<file path="config.mk">
export PLATFORM = sky130hd
export DESIGN_NAME = div_unit
export DESIGN_NICKNAME = d
export VERILOG_FILES = /design/src/rtl/div_unit_pkg.sv /design/src/rtl/div_unit.sv
export SDC_FILE = /design/constraint.sdc
export NUM_CORES = 1
export LEC_CHECK = 0
export ABC_AREA = 1
export BUFFER_PORTS_ARGS = -buffer_cell sky130_fd_sc_hd__buf_2
export CAP_MARGIN = 20
export CORE_MARGIN = 10
export CORE_UTILIZATION = 61
export DETAILED_ROUTE_END_ITERATION = 16
export GPL_TIMING_DRIVEN = 1
export PLACE_DENSITY = 0.81
export SYNTH_ARGS = -nofsm -noshare
export SYNTH_HDL_FRONTEND = slang
export SYNTH_SLANG_ARGS = --single-unit
</file>
<file path="constraint.sdc">
create_clock -name clk -period 10.75 [get_ports clk]
set_clock_uncertainty 0.15 [all_clocks]
set_input_delay 1.075 -clock clk [delete_from_list [all_inputs] [get_ports clk]]
set_output_delay 1.075 -clock clk [all_outputs]
set_load 0.02 [all_outputs]
</file>
<file path="src/rtl/div_unit_pkg.sv">
// Shared constants for the EX-stage divider: state encoding, widths, handshake levels.
// No logic; imported by div_unit.
// The stall and ready levels match the pipeline_ctrl stall convention.
package div_unit_pkg;

   localparam int DIV_DATA_W = 32;
   localparam int DIV_CNT_W  = 6;

   typedef enum logic [1:0] {
      DIV_FREE   = 2'b00,
      DIV_BYZERO = 2'b01,
      DIV_ON     = 2'b10,
      DIV_END    = 2'b11
   } div_state_t;

   localparam logic DIV_RESULT_READY     = 1'b1;
   localparam logic DIV_RESULT_NOT_READY = 1'b0;

   localparam logic DIV_CMD_START = 1'b1;

   localparam logic STALL_STOP    = 1'b1;
   localparam logic STALL_NO_STOP = 1'b0;

endpackage

</file>
<file path="src/rtl/div_unit.sv">
// Multi-cycle radix-2 restoring divider (DIV/DIVU) that stalls the pipeline until its result is ready.
// Latency: 33 cycles from start for a non-zero divisor, 2 cycles for a zero divisor.
// Backpressure: result is held in END while start_i stays high; stallreq_o is high while waiting.
module div_unit
   import div_unit_pkg::*;
#(
   parameter int DATA_W = DIV_DATA_W,
   parameter int CNT_W  = DIV_CNT_W
) (
   input  logic                clk,
   input  logic                rst,
   input  logic                start_i,
   input  logic                annul_i,
   input  logic                signed_i,
   input  logic [DATA_W-1:0]   opdata1_i,
   input  logic [DATA_W-1:0]   opdata2_i,
   output logic [2*DATA_W-1:0] result_o,
   output logic                ready_o,
   output logic                stallreq_o
);

   div_state_t          state;
   div_state_t          state_nxt;
   logic [CNT_W-1:0]    cnt;
   logic [2*DATA_W:0]   work;
   logic [2*DATA_W:0]   work_step;
   logic [DATA_W-1:0]   dvsr;
   logic [DATA_W:0]     diff;
   logic                neg_q;
   logic                neg_r;
   logic                last_step;
   logic                go;
   logic [DATA_W-1:0]   op1_abs;
   logic [DATA_W-1:0]   op2_abs;
   logic [DATA_W-1:0]   q_fix;
   logic [DATA_W-1:0]   r_fix;
   logic [2*DATA_W-1:0] result;
   logic                ready;

   // A request is accepted only when it is not being flushed in the same cycle.
   assign go = (start_i == DIV_CMD_START) && !annul_i;

   // Magnitudes for DIV; the most negative value negates to itself, which the unsigned core handles.
   always_comb begin
      op1_abs = opdata1_i;
      op2_abs = opdata2_i;
      if (signed_i && opdata1_i[DATA_W-1]) op1_abs = -opdata1_i;
      if (signed_i && opdata2_i[DATA_W-1]) op2_abs = -opdata2_i;
   end

   // One restoring step: trial-subtract the divisor from the upper half and shift in the quotient bit.
   always_comb begin
      diff = {1'b0, work[2*DATA_W-1:DATA_W]} - {1'b0, dvsr};
      if (diff[DATA_W]) begin
         work_step = {work[2*DATA_W-1:0], 1'b0};
      end else begin
         work_step = {diff[DATA_W-1:0], work[DATA_W-1:0], 1'b1};
      end
      last_step = (cnt == CNT_W'(DATA_W - 1));
      q_fix = work_step[DATA_W-1:0];
      r_fix = work_step[2*DATA_W:DATA_W+1];
      if (neg_q) q_fix = -work_step[DATA_W-1:0];
      if (neg_r) r_fix = -work_step[2*DATA_W:DATA_W+1];
   end

   // State register.
   always_ff @(posedge clk) begin
      if (rst) state <= DIV_FREE;
      else     state <= state_nxt;
   end

   // Next-state: flush wins in BYZERO/ON, start_i alone releases END.
   always_comb begin
      state_nxt = state;
      case (state)
         DIV_FREE: begin
            if (go) state_nxt = (opdata2_i == '0) ? DIV_BYZERO : DIV_ON;
         end
         DIV_BYZERO: begin
            state_nxt = annul_i ? DIV_FREE : DIV_END;
         end
         DIV_ON: begin
            if (annul_i)        state_nxt = DIV_FREE;
            else if (last_step) state_nxt = DIV_END;
         end
         DIV_END: begin
            if (start_i != DIV_CMD_START) state_nxt = DIV_FREE;
         end
         default: state_nxt = DIV_FREE;
      endcase
   end

   // Datapath: operand capture, iteration, result/ready registers.
   always_ff @(posedge clk) begin
      if (rst) begin
         cnt    <= '0;
         work   <= '0;
         dvsr   <= '0;
         neg_q  <= 1'b0;
         neg_r  <= 1'b0;
         result <= '0;
         ready  <= DIV_RESULT_NOT_READY;
      end else begin
         case (state)
            DIV_FREE: begin
               result <= '0;
               ready  <= DIV_RESULT_NOT_READY;
               if (go) begin
                  cnt   <= '0;
                  work  <= {{DATA_W{1'b0}}, op1_abs, 1'b0};
                  dvsr  <= op2_abs;
                  neg_q <= signed_i && (opdata1_i[DATA_W-1] ^ opdata2_i[DATA_W-1]);
                  neg_r <= signed_i && opdata1_i[DATA_W-1];
               end
            end
            DIV_BYZERO: begin
               result <= '0;
               ready  <= annul_i ? DIV_RESULT_NOT_READY : DIV_RESULT_READY;
            end
            DIV_ON: begin
               if (annul_i) begin
                  result <= '0;
                  ready  <= DIV_RESULT_NOT_READY;
               end else begin
                  work <= work_step;
                  cnt  <= cnt + CNT_W'(1);
                  if (last_step) begin
                     result <= {r_fix, q_fix};
                     ready  <= DIV_RESULT_READY;
                  end
               end
            end
            DIV_END: begin
               if (start_i != DIV_CMD_START) begin
                  result <= '0;
                  ready  <= DIV_RESULT_NOT_READY;
               end
            end
            default: begin
               result <= '0;
               ready  <= DIV_RESULT_NOT_READY;
            end
         endcase
      end
   end

   assign result_o   = result;
   assign ready_o    = ready;
   assign stallreq_o = (!rst && start_i && !ready && !annul_i) ? STALL_STOP : STALL_NO_STOP;

endmodule

</file>
==> qor.yml <==
pwr:
  p_sw_mw: 1.26
  power_frac_clock_pct: 23.6
  power.switching_fraction_pct: 47.3
  power.density_cell_area_nw_per_um2: 192
  power.sequential.fraction_pct: 29.5
  peakVddDrop_mv: 0.240
  combPwrFrac_pct: 47.0
  internal_power_mw: 1.41
  leakage_dissipation_nw: 7.09
route:
  totalWireLength_um: 40500
  detailedRoute.firstIterationViolations: 1450
  drt_pass1_iterations: 6
  drt_drc_violations_left: 0
  vias: 13800
  route.detailed.wl_per_inst_um: 16.5
  postRouteAntennaNets: 0
  routed_via_density: 5.62
placement:
  place.gp.congestion: 1.09
  dpl-instance-area_um2: 13300
  detailedPlacementHpwl_um: 31000
  detailedPlace.worstSlack_ns: 6.02
  place_inst: 2425
  buffer_ports.inserted: 134
yosys:
  yosys_warnings: 0
  synth_flop_cell: "sky130_fd_sc_hd__dfxtp_1"
  ys_async_sr_fraction_pct: 0
  synth_commonest_cells: "sky130_fd_sc_hd__nand2_1 (614), sky130_fd_sc_hd__inv_1 (295), sky130_fd_sc_hd__a21oi_1 (203)"
  yosysTopAreaCell: "sky130_fd_sc_hd__dfxtp_1"
  dominant_combinational_cell_family_by_area_after_synthesis: "simple AND/OR/NAND/NOR gates"
  post-synth-top-area-fraction_pct: 27.4
  compound_cell_area_share_of_the_yosys_netlist_pct: 16.6
  synthXorXnorAreaFrac_pct: 4.48
  seq_area_frac_synth_pct: 27.4
  synth.mux.area_fraction_pct: 0
  synthesis.area_per_instance_um2: 5.99
  synth_cell_types: 56
  synth_edf_count: 0
  syn_nets: 2197
  synthTopCellsByArea: "sky130_fd_sc_hd__dfxtp_1 (27%), sky130_fd_sc_hd__nand2_1 (18%), sky130_fd_sc_hd__inv_1 (8.9%)"
  netlist_area_um2: 12500
  yosys_register_bits: 171
  simple_gate_fraction_of_synth_area_pct: 35.6
  yosysMostFrequentCell: "sky130_fd_sc_hd__nand2_1"
  synth-adder-area-share_pct: 4.16
  count_of_mapped_cells_out_of_synthesis: 2087
clocking:
  cts_setup_buffers: 0
  ctsResizeCount: 0
  clk_pin_slew_worst_paths_ns: 0.08
  cts-hold-fix-buffers: 0
  cts-buffers-inserted: 17
  max-clock-path-buffers: 2
  clock_insertion_delay_worst_skew_ns: 0.44
  htree_num_levels: 4
  clock_tree_from_tritoncts: "yes"
  cts_root_buffer: "sky130_fd_sc_hd__clkbuf_16"
  cts_num_sinks: 171
global_routing:
  antenna_found_initial: 0
  globalRoute.totalOverflow: 0
  number_of_global_route_vias_before_repair: 12700
  largest_net_degree_at_the_start_of_global_routing: 81
  grt_pass1_wl_um: 64600
  grt_util_all_layers_pct: 29.7
critical_path:
  worst-setup-path-type: "reg2reg"
  worstReg2RegStart: "dvsr[18]"
  cp_max_stage_delay_ns: 0.42
  setup.worst_path.end_class: "flop"
  crit_path_max_fanout: 45
  crit_required_ns: 10.97
  critical_path_arrival_ns: 5.15
  timing.critical_path.from: "dvsr[18]"
  critical_path.startpoint_type: "flop"
  reg2reg_slack_ns: 5.82
  crit_slowest_cell: "sky130_fd_sc_hd__a21oi_4"
die:
  floorplan.die_area_um2: 26600
  fp.coreArea_um2: 20200
  placement_rows: 52
  num_io_pins: 135
  floorplan.initialDensity_pct: 61.8
  vertical_die_dimension_um: 163
  die_w_um: 163
sta:
  period_utilization_post_route_pct: 45.9
  setup-tns-final_ns: 0
  worst_pin_slew_ns: 0.993
  finalWorstSetupSlack_ns: 5.82
  timing.final.hold_violations: 0
  setup_viol_count_final: 0
  finalCriticalPeriod_ns: 4.93
  timing.fmax_ghz: 0.203
  timing.final.max_slew_violations: 0
  worst_slew_margin_rel_pct: 33.1
  rsz_0062_raised_after_global_routing: "no"
cells_and_area:
  n_fill_cell: 1886
  layout.nets: 2285
  cell_count_final_fillers_out: 2458
  drive_above_1_share_pct: 11.3
  num_antenna_cells: 0
  area_delta_synth_final_pct: 11.0
  postLayoutCellArea_um2: 13900
hold_path:
  hold_path.startpoint: "result_o[54]"
  hold_path.class: "reg2reg"
run_status:
  outcome: "finished clean"
job:
  maxCapViolCount: 0
final timing paths:
| check | end | cells after the start |
|---|---|---|
| max | result_o[28] | 25 |
| min | result_o[54] | 2 |
| max reg2reg | result_o[28] | 25 |
| min reg2reg | result_o[54] | 2 |
sequential cells by signal, summed over array words and instances, names as in the netlist:
signal,flops
result_o,64
work,64
dvsr,32
cnt,6
state,2
neg_q,1
neg_r,1
ready_o,1
stage by stage:
| stage | hold slack, ns | util (%) | power (mW) |
|---|---|---|---|
| 5_1_grt | 0.332 | 68.6 | 2.86 |
| 3_3_place_gp | 0.300 | 65.6 | 1.99 |
| 3_5_place_dp | 0.303 | 65.6 | 2.01 |
| 2_1_floorplan | 0.302 | - | 1.70 |
| 6_report | 0.313 | 68.6 | 2.67 |
| 4_1_cts | 0.315 | 68.5 | 2.63 |
worst max-delay path: cells and delay by family (launching register included):
family,cells,cell delay [ns]
flops,1,0.34
simple gates,16,2.48
compound gates,3,0.79
fa+ha+maj,2,0.54
buf+inv,4,0.53
logic make-up after synthesis:
logic type               count (synthesis)
adder cells (fa/ha/maj)                 41
flip-flops                             171
XOR/XNOR                                64
buffers and inverters                  377
AND/OR/NAND/NOR                       1052
AO/OA/AOI/OAI                          382
power by group through the flow:
stage | clock network, mW | logic (mW) | registers [mW]
2_1_floorplan | 0 | 0.905 | 0.791
3_3_place_gp | 0 | 1.20 | 0.794
3_5_place_dp | 0 | 1.21 | 0.797
4_1_cts | 0.630 | 1.22 | 0.783
5_1_grt | 0.659 | 1.40 | 0.796
6_report | 0.629 | 1.25 | 0.786
metal layers:
metal	global-route usage, %	part of all wire, %	up-vias
met2	47.7	46	592
met4	11.6	3.3	0
met5	0	0	-
met3	5.13	8.8	92
met1	38.8	42	6285
li1	-	-	6840
cell usage in the layout (no fill, tap or decap), drive strengths merged, types with 2 or more instances in the layout:
cell and instances:
xnor2 20, o211ai 11, nor2 195, a221oi 3, o221ai 9, dfxtp 171, clkinv 8, clkbuf 17
a21oi 206, nand3 134, o21bai 6, and2 2, or2 15, nor3 30, o21ai 131, o31ai 4
nor4 5, a31oi 3, ha 40, xor2 44, nand3b 8, a21o 2, buf 144, o22ai 2
inv 308, nand4 19, nand2 640
area by class of cell:
cell class	instances	area, um2	area share, %
Clock buffer	17	425	3.06
Clock inverter	15	169	1.22
Inverter	302	1130	8.16
Multi-Input combinational cell	1539	7640	55.0
Sequential cell	171	3420	24.6
Tap cell	270	338	2.43
Timing Repair Buffer	144	761	5.48
(Power assumes the default switching activity.)
